### config.mk
export PLATFORM = sky130hd
export DESIGN_NAME = tl_indicator_arbiter
export DESIGN_NICKNAME = d
export VERILOG_FILES = /design/src/rtl/tl_indicator_pkg.sv /design/src/rtl/tl_indicator_order_fifo.sv /design/src/rtl/tl_indicator_arbiter.sv
export SDC_FILE = /design/constraint.sdc
export NUM_CORES = 1
export LEC_CHECK = 0
export ABC_AREA = 1
export ABC_CLOCK_PERIOD_IN_PS = 3300
export CORE_AREA = 2 2 190 192
export DETAILED_ROUTE_END_ITERATION = 12
export DIE_AREA = 0 0 192 194
export DONT_BUFFER_PORTS = 1
export HOLD_SLACK_MARGIN = 0.15
export PLACE_DENSITY = 0.36
export SYNTH_ARGS = -nofsm -noshare
export SYNTH_HDL_FRONTEND = slang
export SYNTH_SLANG_ARGS = --single-unit
### constraint.sdc
create_clock -name clock -period 3.3 [get_ports clock]
set_input_delay 0.66 -clock clock [delete_from_list [all_inputs] [get_ports clock]]
set_output_delay 0.66 -clock clock [all_outputs]
set_load 0.01 [all_outputs]
### src/rtl/tl_indicator_pkg.sv
// Shared constants and types for the TileLink-UL test-indicator arbiter.
package tl_indicator_pkg;

  // TileLink-UL A-channel opcodes
  localparam logic [2:0] TL_PUT_FULL    = 3'd0;
  localparam logic [2:0] TL_PUT_PARTIAL = 3'd1;
  localparam logic [2:0] TL_GET         = 3'd4;

  // TileLink-UL D-channel opcodes
  localparam logic [2:0] TL_ACCESS_ACK      = 3'd0;
  localparam logic [2:0] TL_ACCESS_ACK_DATA = 3'd1;

  // Field widths of the indicator port
  localparam int OP_W    = 3;
  localparam int PARAM_W = 3;
  localparam int SIZE_W  = 2;
  localparam int SRC_W   = 12;
  localparam int ADDR_W  = 15;
  localparam int MASK_W  = 4;
  localparam int DATA_W  = 32;

  // A-channel arbitration state: free to pick, or locked on a stalled beat
  typedef enum logic {
    ARB  = 1'b0,
    HOLD = 1'b1
  } arb_state_e;

endpackage

### src/rtl/tl_indicator_order_fifo.sv
// Grant-order FIFO: remembers which requester issued each outstanding A beat
// so the in-order D responses can be routed back.
module tl_indicator_order_fifo
  import tl_indicator_pkg::*;
#(
  parameter int IDX_W = 2,
  parameter int DEPTH = 4
) (
  input  logic             clock,
  input  logic             reset,
  input  logic             push,
  input  logic [IDX_W-1:0] din,
  input  logic             pop,
  output logic             full,
  output logic             empty,
  output logic [IDX_W-1:0] head
);

  localparam int AW    = $clog2(DEPTH);
  localparam int PTR_W = AW + 1;

  logic [PTR_W-1:0] wr_ptr;
  logic [PTR_W-1:0] rd_ptr;
  logic [IDX_W-1:0] mem [DEPTH];

  // Wrap bit distinguishes full from empty when the address bits match
  assign full  = (wr_ptr[AW] != rd_ptr[AW]) && (wr_ptr[AW-1:0] == rd_ptr[AW-1:0]);
  assign empty = (wr_ptr == rd_ptr);
  assign head  = mem[rd_ptr[AW-1:0]];

  // Read/write pointers; the only state cleared by reset
  always_ff @(posedge clock) begin
    if (reset) begin
      wr_ptr <= '0;
      rd_ptr <= '0;
    end else begin
      if (push && !full) wr_ptr <= wr_ptr + 1'b1;
      if (pop && !empty) rd_ptr <= rd_ptr + 1'b1;
    end
  end

  // Storage array; contents are meaningless until written, so no reset
  always_ff @(posedge clock) begin
    if (push && !full) mem[wr_ptr[AW-1:0]] <= din;
  end

endmodule

### src/rtl/tl_indicator_arbiter.sv
// Round-robin A-channel arbiter for the shared test-indicator slave port, with
// grant locking on stalled beats and in-order D routing via a grant-order FIFO.
module tl_indicator_arbiter
  import tl_indicator_pkg::*;
#(
  parameter int NREQ  = 4,
  parameter int DEPTH = 4
) (
  input  logic                     clock,
  input  logic                     reset,
  // requester-side A channel
  input  logic [NREQ-1:0]          in_a_valid,
  output logic [NREQ-1:0]          in_a_ready,
  input  logic [NREQ*OP_W-1:0]     in_a_opcode,
  input  logic [NREQ*PARAM_W-1:0]  in_a_param,
  input  logic [NREQ*SIZE_W-1:0]   in_a_size,
  input  logic [NREQ*SRC_W-1:0]    in_a_source,
  input  logic [NREQ*ADDR_W-1:0]   in_a_address,
  input  logic [NREQ*MASK_W-1:0]   in_a_mask,
  input  logic [NREQ*DATA_W-1:0]   in_a_data,
  input  logic [NREQ-1:0]          in_a_corrupt,
  // slave-side A channel
  output logic                     out_a_valid,
  input  logic                     out_a_ready,
  output logic [OP_W-1:0]          out_a_opcode,
  output logic [PARAM_W-1:0]       out_a_param,
  output logic [SIZE_W-1:0]        out_a_size,
  output logic [SRC_W-1:0]         out_a_source,
  output logic [ADDR_W-1:0]        out_a_address,
  output logic [MASK_W-1:0]        out_a_mask,
  output logic [DATA_W-1:0]        out_a_data,
  output logic                     out_a_corrupt,
  // slave-side D channel
  input  logic                     out_d_valid,
  output logic                     out_d_ready,
  input  logic [OP_W-1:0]          out_d_opcode,
  input  logic [SIZE_W-1:0]        out_d_size,
  input  logic [SRC_W-1:0]         out_d_source,
  input  logic [DATA_W-1:0]        out_d_data,
  input  logic                     out_d_denied,
  // requester-side D channel
  output logic [NREQ-1:0]          in_d_valid,
  input  logic [NREQ-1:0]          in_d_ready,
  output logic [OP_W-1:0]          in_d_opcode,
  output logic [SIZE_W-1:0]        in_d_size,
  output logic [SRC_W-1:0]         in_d_source,
  output logic [DATA_W-1:0]        in_d_data,
  output logic                     in_d_denied,
  // status
  output logic                     orphan_d
);

  localparam int IDX_W = (NREQ > 1) ? $clog2(NREQ) : 1;

  typedef logic [IDX_W-1:0] idx_t;

  // Next requester index, wrapping at NREQ (NREQ need not be a power of 2)
  function automatic idx_t wrap_inc(input idx_t idx);
    if (idx == idx_t'(NREQ - 1)) return '0;
    return idx + 1'b1;
  endfunction

  // First valid requester at or after ptr, scanning upward modulo NREQ
  function automatic idx_t rr_pick(input logic [NREQ-1:0] valid, input idx_t ptr);
    idx_t pick  = ptr;
    idx_t cand  = ptr;
    logic found = 1'b0;
    for (int k = 0; k < NREQ; k++) begin
      if (!found && valid[cand]) begin
        pick  = cand;
        found = 1'b1;
      end
      cand = wrap_inc(cand);
    end
    return pick;
  endfunction

  arb_state_e state;
  arb_state_e state_nx;
  idx_t       rr_ptr;
  idx_t       rr_ptr_nx;
  idx_t       lock_idx;
  idx_t       lock_idx_nx;
  idx_t       grant;
  idx_t       head;
  logic       fifo_full;
  logic       fifo_empty;
  logic       a_fire;
  logic       d_pop;

  // Grant selection: locked requester in HOLD keeps the A beat stable
  always_comb begin
    grant = rr_pick(in_a_valid, rr_ptr);
    if (state == HOLD) grant = lock_idx;
  end

  // A handshake: no beat is offered while the order FIFO is full, and a
  // same-cycle D pop does not bypass into a ready
  assign out_a_valid = !reset && in_a_valid[grant] && !fifo_full;
  assign a_fire      = out_a_valid && out_a_ready;

  // Ready goes back only to the granted requester, and only on a real fire
  always_comb begin
    in_a_ready = '0;
    if (a_fire) in_a_ready[grant] = 1'b1;
  end

  // A field mux from the granted lane
  assign out_a_opcode  = in_a_opcode [int'(grant)*OP_W    +: OP_W];
  assign out_a_param   = in_a_param  [int'(grant)*PARAM_W +: PARAM_W];
  assign out_a_size    = in_a_size   [int'(grant)*SIZE_W  +: SIZE_W];
  assign out_a_source  = in_a_source [int'(grant)*SRC_W   +: SRC_W];
  assign out_a_address = in_a_address[int'(grant)*ADDR_W  +: ADDR_W];
  assign out_a_mask    = in_a_mask   [int'(grant)*MASK_W  +: MASK_W];
  assign out_a_data    = in_a_data   [int'(grant)*DATA_W  +: DATA_W];
  assign out_a_corrupt = in_a_corrupt[grant];

  // Arbiter next-state: stalled beat locks the grant, a fire advances rr_ptr
  always_comb begin
    state_nx    = state;
    rr_ptr_nx   = rr_ptr;
    lock_idx_nx = lock_idx;
    case (state)
      ARB: begin
        if (a_fire) begin
          rr_ptr_nx = wrap_inc(grant);
        end else if (out_a_valid) begin
          lock_idx_nx = grant;
          state_nx    = HOLD;
        end
      end
      HOLD: begin
        if (a_fire) begin
          rr_ptr_nx = wrap_inc(lock_idx);
          state_nx  = ARB;
        end
      end
      default: state_nx = ARB;
    endcase
  end

  // Arbiter state register
  always_ff @(posedge clock) begin
    if (reset) begin
      state    <= ARB;
      rr_ptr   <= '0;
      lock_idx <= '0;
    end else begin
      state    <= state_nx;
      rr_ptr   <= rr_ptr_nx;
      lock_idx <= lock_idx_nx;
    end
  end

  tl_indicator_order_fifo #(
    .IDX_W (IDX_W),
    .DEPTH (DEPTH)
  ) u_order_fifo (
    .clock (clock),
    .reset (reset),
    .push  (a_fire),
    .din   (grant),
    .pop   (d_pop),
    .full  (fifo_full),
    .empty (fifo_empty),
    .head  (head)
  );

  // D routing: head of the order FIFO owns the response; with nothing
  // outstanding the beat is accepted and dropped
  always_comb begin
    in_d_valid  = '0;
    out_d_ready = 1'b0;
    if (!reset) begin
      if (fifo_empty) begin
        out_d_ready = out_d_valid;
      end else begin
        in_d_valid[head] = out_d_valid;
        out_d_ready      = in_d_ready[head];
      end
    end
  end

  assign d_pop = out_d_valid && out_d_ready && !fifo_empty;

  // D fields are broadcast; only in_d_valid selects the recipient
  assign in_d_opcode = out_d_opcode;
  assign in_d_size   = out_d_size;
  assign in_d_source = out_d_source;
  assign in_d_data   = out_d_data;
  assign in_d_denied = out_d_denied;

  // Sticky flag for D beats that arrive with no outstanding A beat
  always_ff @(posedge clock) begin
    if (reset) begin
      orphan_d <= 1'b0;
    end else if (out_d_valid && fifo_empty) begin
      orphan_d <= 1'b1;
    end
  end

endmodule

# Yosys cells after proc, flatten, opt, wreduce, memory -nomap -nowiden
# Memories as Yosys holds them, arrays and structs flattened. A register that Yosys moved wholly into a read port is not among the register bits.
# Cells that the tools add are included.
[word_totals]
elab_cells = 127
latch_bits = 0
ram_bits = 8
memories = 1
in_bits = 350
out_inout_bits = 133
reg_bits = 12
mem_bits_ro = 0
[memory_table]
columns = ["name", "depth", "width", "read_ports", "rd_ports_with_merged_regs", "write_ports", "line", "text"]
rows = [
  ["u_order_fifo.mem", 4, 2, 1, 1, 1, "tl_indicator_order_fifo.sv:24", "logic [IDX_W-1:0] mem [DEPTH];"],
]
[classes]
n_shift = 7
muxes = 60
div_mod_pow = 0
bitwise = 3
reduce_logical = 22
multipliers = 3
n_addsub = 7
n_lt_le_gt_ge = 8
eq_ne = 10
[op_table]
columns = ["operator", "count"]
rows = [
  ["$shiftx 128x8->32", 1],
  ["$shiftx 60x7->15", 1],
  ["$shiftx 48x7->12", 1],
  ["$mux 2", 18],
  ["$shiftx 12x32->3", 1],
  ["$mux 1", 28],
  ["$lt 2x3->1 const B", 6],
  ["$shiftx 16x5->4", 1],
  ["$bmux 1 s2", 7],
  ["$logic_and 1x1->1", 14],
  ["$mux 4", 3],
  ["$shiftx 12x5->3", 1],
  ["$add 2x1->2 const B", 5],
  ["$eq 2x2->1 const B", 5],
  ["$mul 2x2->4 const B", 2],
  ["$shiftx 8x4->2", 1],
  ["$add 3x1->3 const B", 2],
  ["$logic_not 1->1", 6],
  ["$mul 2x4->6 const B", 1],
  ["$and 4x4->4", 1],
  ["$demux 1 s2", 2],
  ["$ge 2x1->1 const B", 2],
  ["$ne 2x1->1 const B", 2],
  ["$pmux 2 s2", 1],
  ["7 further kinds", 8],
]

# Depth between registers and ports, before layout
[depth]
depth_word = 24
mapped_depth = 21
mapped_depth_nobuf = 21

# Modules after synthesis
# From an unflattened synthesis, not the netlist that was laid out.
[hier_totals]
hier_cells = 709
area_unflattened_um2 = 4281.6
[by_module_without_submodules]
columns = ["module", "cells_each", "instances", "area_each_um2", "seq_area_each_um2"]
rows = [
  ["tl_indicator_arbiter", 614, 1, 3445.8, 120.1],
  ["tl_indicator_order_fifo", 95, 1, 835.8, 400.4],
]

# Worst setup path before layout
# Ideal clock, no wire load.
[synth_path]
path_type = "register -> output"
start = "reg rr_ptr[0]"
end = "out in_a_ready[1]"
arrival_ns = 2.355
required_time_ns = 2.640
setup_slack_ns = 0.285
path_buffers = 3
stages_incl_launch_ff = 19
path_cell_list = "dfxtp_1 -> ha_1 -> buf_2 -> inv_2 -> nand2_1 -> nand2_1 -> nand2_1 -> nand2_2 -> nand2_2 -> nor2_4 -> a21oi_1 -> nand2_2 -> nand2_4 -> inv_2 -> buf_4 -> buf_2 -> ha_1 -> inv_1 -> nor2_1"
[synth_via]
elab_chain_cells = 20
word_cells_on_any_way = 44
cone_classes = "add/sub: 3; order compare: 2; eq/ne: 3; mux: 26; reduce/logical: 10"
[synth_lines]
columns = ["element", "line", "text"]
rows = [
  ["start, declared", "tl_indicator_arbiter.sv:80", "idx_t rr_ptr;"],
  ["start signal, assigned", "tl_indicator_arbiter.sv:150", "rr_ptr <= rr_ptr_nx;"],
  ["branches (longest 12 deep; another with $add 2x1->2)", "-", ""],
  ["$mux 2 *", "tl_indicator_arbiter.sv:69", "if (!found && valid[cand]) begin"],
  ["$mux 2 *", "tl_indicator_arbiter.sv:94", "if (state == HOLD) grant = lock_idx;"],
  ["net grant[0]", "tl_indicator_arbiter.sv:84", "idx_t grant;"],
  ["branches (longest 5 deep; another with $lt 2x3->1)", "-", ""],
  ["$mux 4 *", "tl_indicator_arbiter.sv:105", "if (a_fire) in_a_ready[grant] = 1'b1;"],
  ["end, declared", "tl_indicator_arbiter.sv:13", "output logic [NREQ-1:0] in_a_ready,"],
]
# Mark *: on every way through the listed nets, which the timed path passes. The select of a mux whose other input is x is not followed.

# Worst setup path in the final report
[layout_path]
start = "reg rr_ptr[0]"
end = "out out_a_param[0]"
[layout_via]
elab_chain_cells = 16
word_cells_on_any_way = 35
cone_classes = "add/sub: 3; mul: 1; eq/ne: 3; shift: 1; mux: 21; reduce/logical: 6"
[layout_lines]
columns = ["element", "line", "text"]
rows = [
  ["branches (longest 12 deep; another with $add 2x1->2)", "-", ""],
  ["$mux 2 *", "tl_indicator_arbiter.sv:69", ""],
  ["$mux 2 *", "tl_indicator_arbiter.sv:94", ""],
  ["$mul 2x2->4 *", "tl_indicator_arbiter.sv:110", "assign out_a_param = in_a_param [int'(grant)*PARAM_W +: PARAM_W];"],
  ["$shiftx 12x5->3 *", "tl_indicator_arbiter.sv:110", ""],
  ["end, declared", "tl_indicator_arbiter.sv:26", "output logic [PARAM_W-1:0] out_a_param,"],
]
# Mark *: on every way between the ends. The select of a mux whose other input is x is not followed.

==> flow_summary.ini <==
[setup_path]
crit_required_ns = 2.64
critical_path.startpoint_type = flop
path_max_fanout = 20
path_class = flop to primary output
worstSetupEndpointType = primary output
cp.arrival_ns = 2.66
ff2ff_setup_slack_ns = 0.43

[timing]
finalMaxSlewViolations = 0
tightest_slew_ns = 0.3942
skew_ns = 0.005091
slew_headroom = 0.7352
fmax_ghz = 0.3012
post-route-min-period_ns = 3.321
setup_viol = 4
fin_crit_sh = 1.006
timing.setup.tns_ns = -0.05487
fin_ws_ns = -0.02058
hold_violations = 0
rsz0062_at_grt = yes

[final_layout]
nets = 1059
final_common_cell = nor2_1
drive_above_1_share = 0.3271
fillCellCount = 4101
final_cell_mix = nor2_1 (162), o21ai_0 (80), buf_4 (66)
synthToLayoutAreaGrowth_pct = 41.83

[global_routing]
grt_pass1_vias = 4408
grt_start_max_net_pins = 52
grt_pass1_wl_um = 29720
track_usage = 0.1061
antenna_found_initial = 4
grt_overflow_total = 0

[outcome]
violations = negative setup slack
run_status = finished, violations left

[routing]
drcViolationCount = 0
wl_um = 23950
vias = 4985
via_per_inst = 4.294
wire_per_inst_um = 20.63
antenna_left = 0
first_pass_iters = 5
drtIter0Drc = 271

[logic_synthesis]
syn_inst = 687
synth_seq_area_share = 0.1278
ys_ff_latch = 22
syn_nets = 1048
avgSynthCellArea_um2 = 5.926
netlist_area_um2 = 4071
yosysUniqueCellTypes = 34
ys_warn_count = 0

[die]
die_area_um2 = 37250
dieHeight_um = 194
die_width_um = 192
rows = 69
core_area_um2 = 35220
start_util = 0.1156
ios = 483

[clocking]
cts_sinks = 22
clock_latency_ns = 0.25
htree_levels = 1
tritoncts = yes
clockRootBuffer = clkbuf_16
clock_path_buffers = 2
numCtsBuffers = 3
cts-hold-fix-buffers = 0
clkTransAtPathRegs_ns = 0.06

[place]
io_buffers = 0
place.gp.congestion = 0.8368
place_hpwl_um = 17940

[min_path]
hp-class = input pin to flop

[run]
drv_cap = 0
## logic make-up (layout without fill, tap and decap cells)
family / count (synthesis) / in the layout / synth area share
AO/OA/AOI/OAI: 241 / 241 / 0.3264
XOR/XNOR: 4 / 4 / 0.008606
adder cells (fa/ha/maj): 11 / 11 / 0.03380
buffers and inverters: 139 / 149 / 0.2044
flip-flops: 22 / 22 / 0.1278
other: 0 / 3 / 0
AND/OR/NAND/NOR: 270 / 270 / 0.2990
## cells in the mapped netlist
library cell / number / area share
nor2_1: 178 / 0.16
o21ai_0: 124 / 0.15
o22ai_1: 72 / 0.11
buf_4: 54 / 0.10
nand2_1: 43 / 0.040
buf_2: 37 / 0.045
o21ai_1: 31 / 0.038
inv_1: 30 / 0.028
nand3_1: 16 / 0.020
dfxtp_1: 14 / 0.069
ha_1: 11 / 0.034
nand2_2: 11 / 0.017
buf_6: 8 / 0.022
edfxtp_1: 8 / 0.059
inv_2: 8 / 0.0074
nand3_2: 8 / 0.020
a21oi_1: 7 / 0.0086
nand2_4: 4 / 0.011
nor2_4: 3 / 0.0083
nor3_1: 3 / 0.0037
xnor2_1: 3 / 0.0065
a21oi_2: 2 / 0.0043
a21oi_4: 1 / 0.0040
a32oi_1: 1 / 0.0022
clkbuf_1: 1 / 0.00092
clkbuf_2: 1 / 0.0012
nand3_4: 1 / 0.0043
nand4_1: 1 / 0.0015
nand4_4: 1 / 0.0052
nor2_8: 1 / 0.0049
o211ai_1: 1 / 0.0018
o21ai_2: 1 / 0.0022
o22a_1: 1 / 0.0022
xor2_1: 1 / 0.0022
## stage by stage
step | hold slack (ns) | util | instances | setup slack [ns] | cell area [µm²]
after floorplan | 0.4471 | - | 687 | 0.2852 | 4071
after global placement | 0.4619 | 0.1340 | 1127 | -0.3266 | 4720
after detailed placement | 0.4636 | 0.1340 | 1127 | -0.3041 | 4720
after CTS | 0.4563 | 0.1440 | 1138 | -0.05201 | 5072
after global routing | 0.4524 | 0.1639 | 1161 | -0.1939 | 5774
final | 0.4611 | 0.1639 | 1161 | -0.02058 | 5774
## path summary, 6_finish.rpt
| check | endpoint | cells after the start | from |
|---|---|---|---|
| worst max-delay path | out_a_param[0] | 17 | rr_ptr[0]$_SDFFE_PP0P_ |
| worst min-delay path | u_order_fifo.wr_ptr[2]$_SDFFE_PP0P_ | 1 | reset |
| worst max register to register | u_order_fifo.mem[3][0]$_DFFE_PP_ | 16 | rr_ptr[0]$_SDFFE_PP0P_ |
| worst min register to register | u_order_fifo.rd_ptr[2]$_SDFFE_PP0P_ | 2 | u_order_fifo.rd_ptr[2]$_SDFFE_PP0P_ |
## cell type report
type / count / area (µm²) / share of cell area
multi-input combinational: 526 / 3176 / 0.5499
timing repair buffer: 107 / 1229 / 0.2128
tap: 461 / 576.8 / 0.09989
sequential: 22 / 523.0 / 0.09057
inverter: 38 / 157.7 / 0.02730
clock buffer: 3 / 75.07 / 0.01300
clock inverter: 1 / 30.03 / 0.005200
antenna: 3 / 7.507 / 0.001300
## critical path: stages (launching register included)
cell	delay, ns
dfxtp_2	0.34
ha_4	0.17
nor2_4	0.17
buf_4	0.15
nand2_1	0.04
nand3_1	0.07
nand3_1	0.12
nand2_1	0.08
nand2_1	0.06
nand2_2	0.06
nand3_2	0.06
nand2_2	0.12
nand2_8	0.10
buf_4	0.17
clkbuf_16	0.18
nor2_2	0.21
o22ai_1	0.14
buf_4	0.16
## timing repair
action	CTS	global route
cloned	1	8
pin swaps	8	21
setup buffers	6	12
endpoints found under the setup margin	64	77
gates resized for setup	46	120
## metal layers
metal / share of wire / global-route usage / wire length (µm)
met5: 0.00054 / 0 / 13
met4: 0.020 / 0.01555 / 489
met3: 0.084 / 0.02842 / 2006
met2: 0.49 / 0.1860 / 11760
met1: 0.40 / 0.1315 / 9679
Power is not shown: default switching activity piles up to over one toggle a cycle in this logic, so the estimate is an artifact.
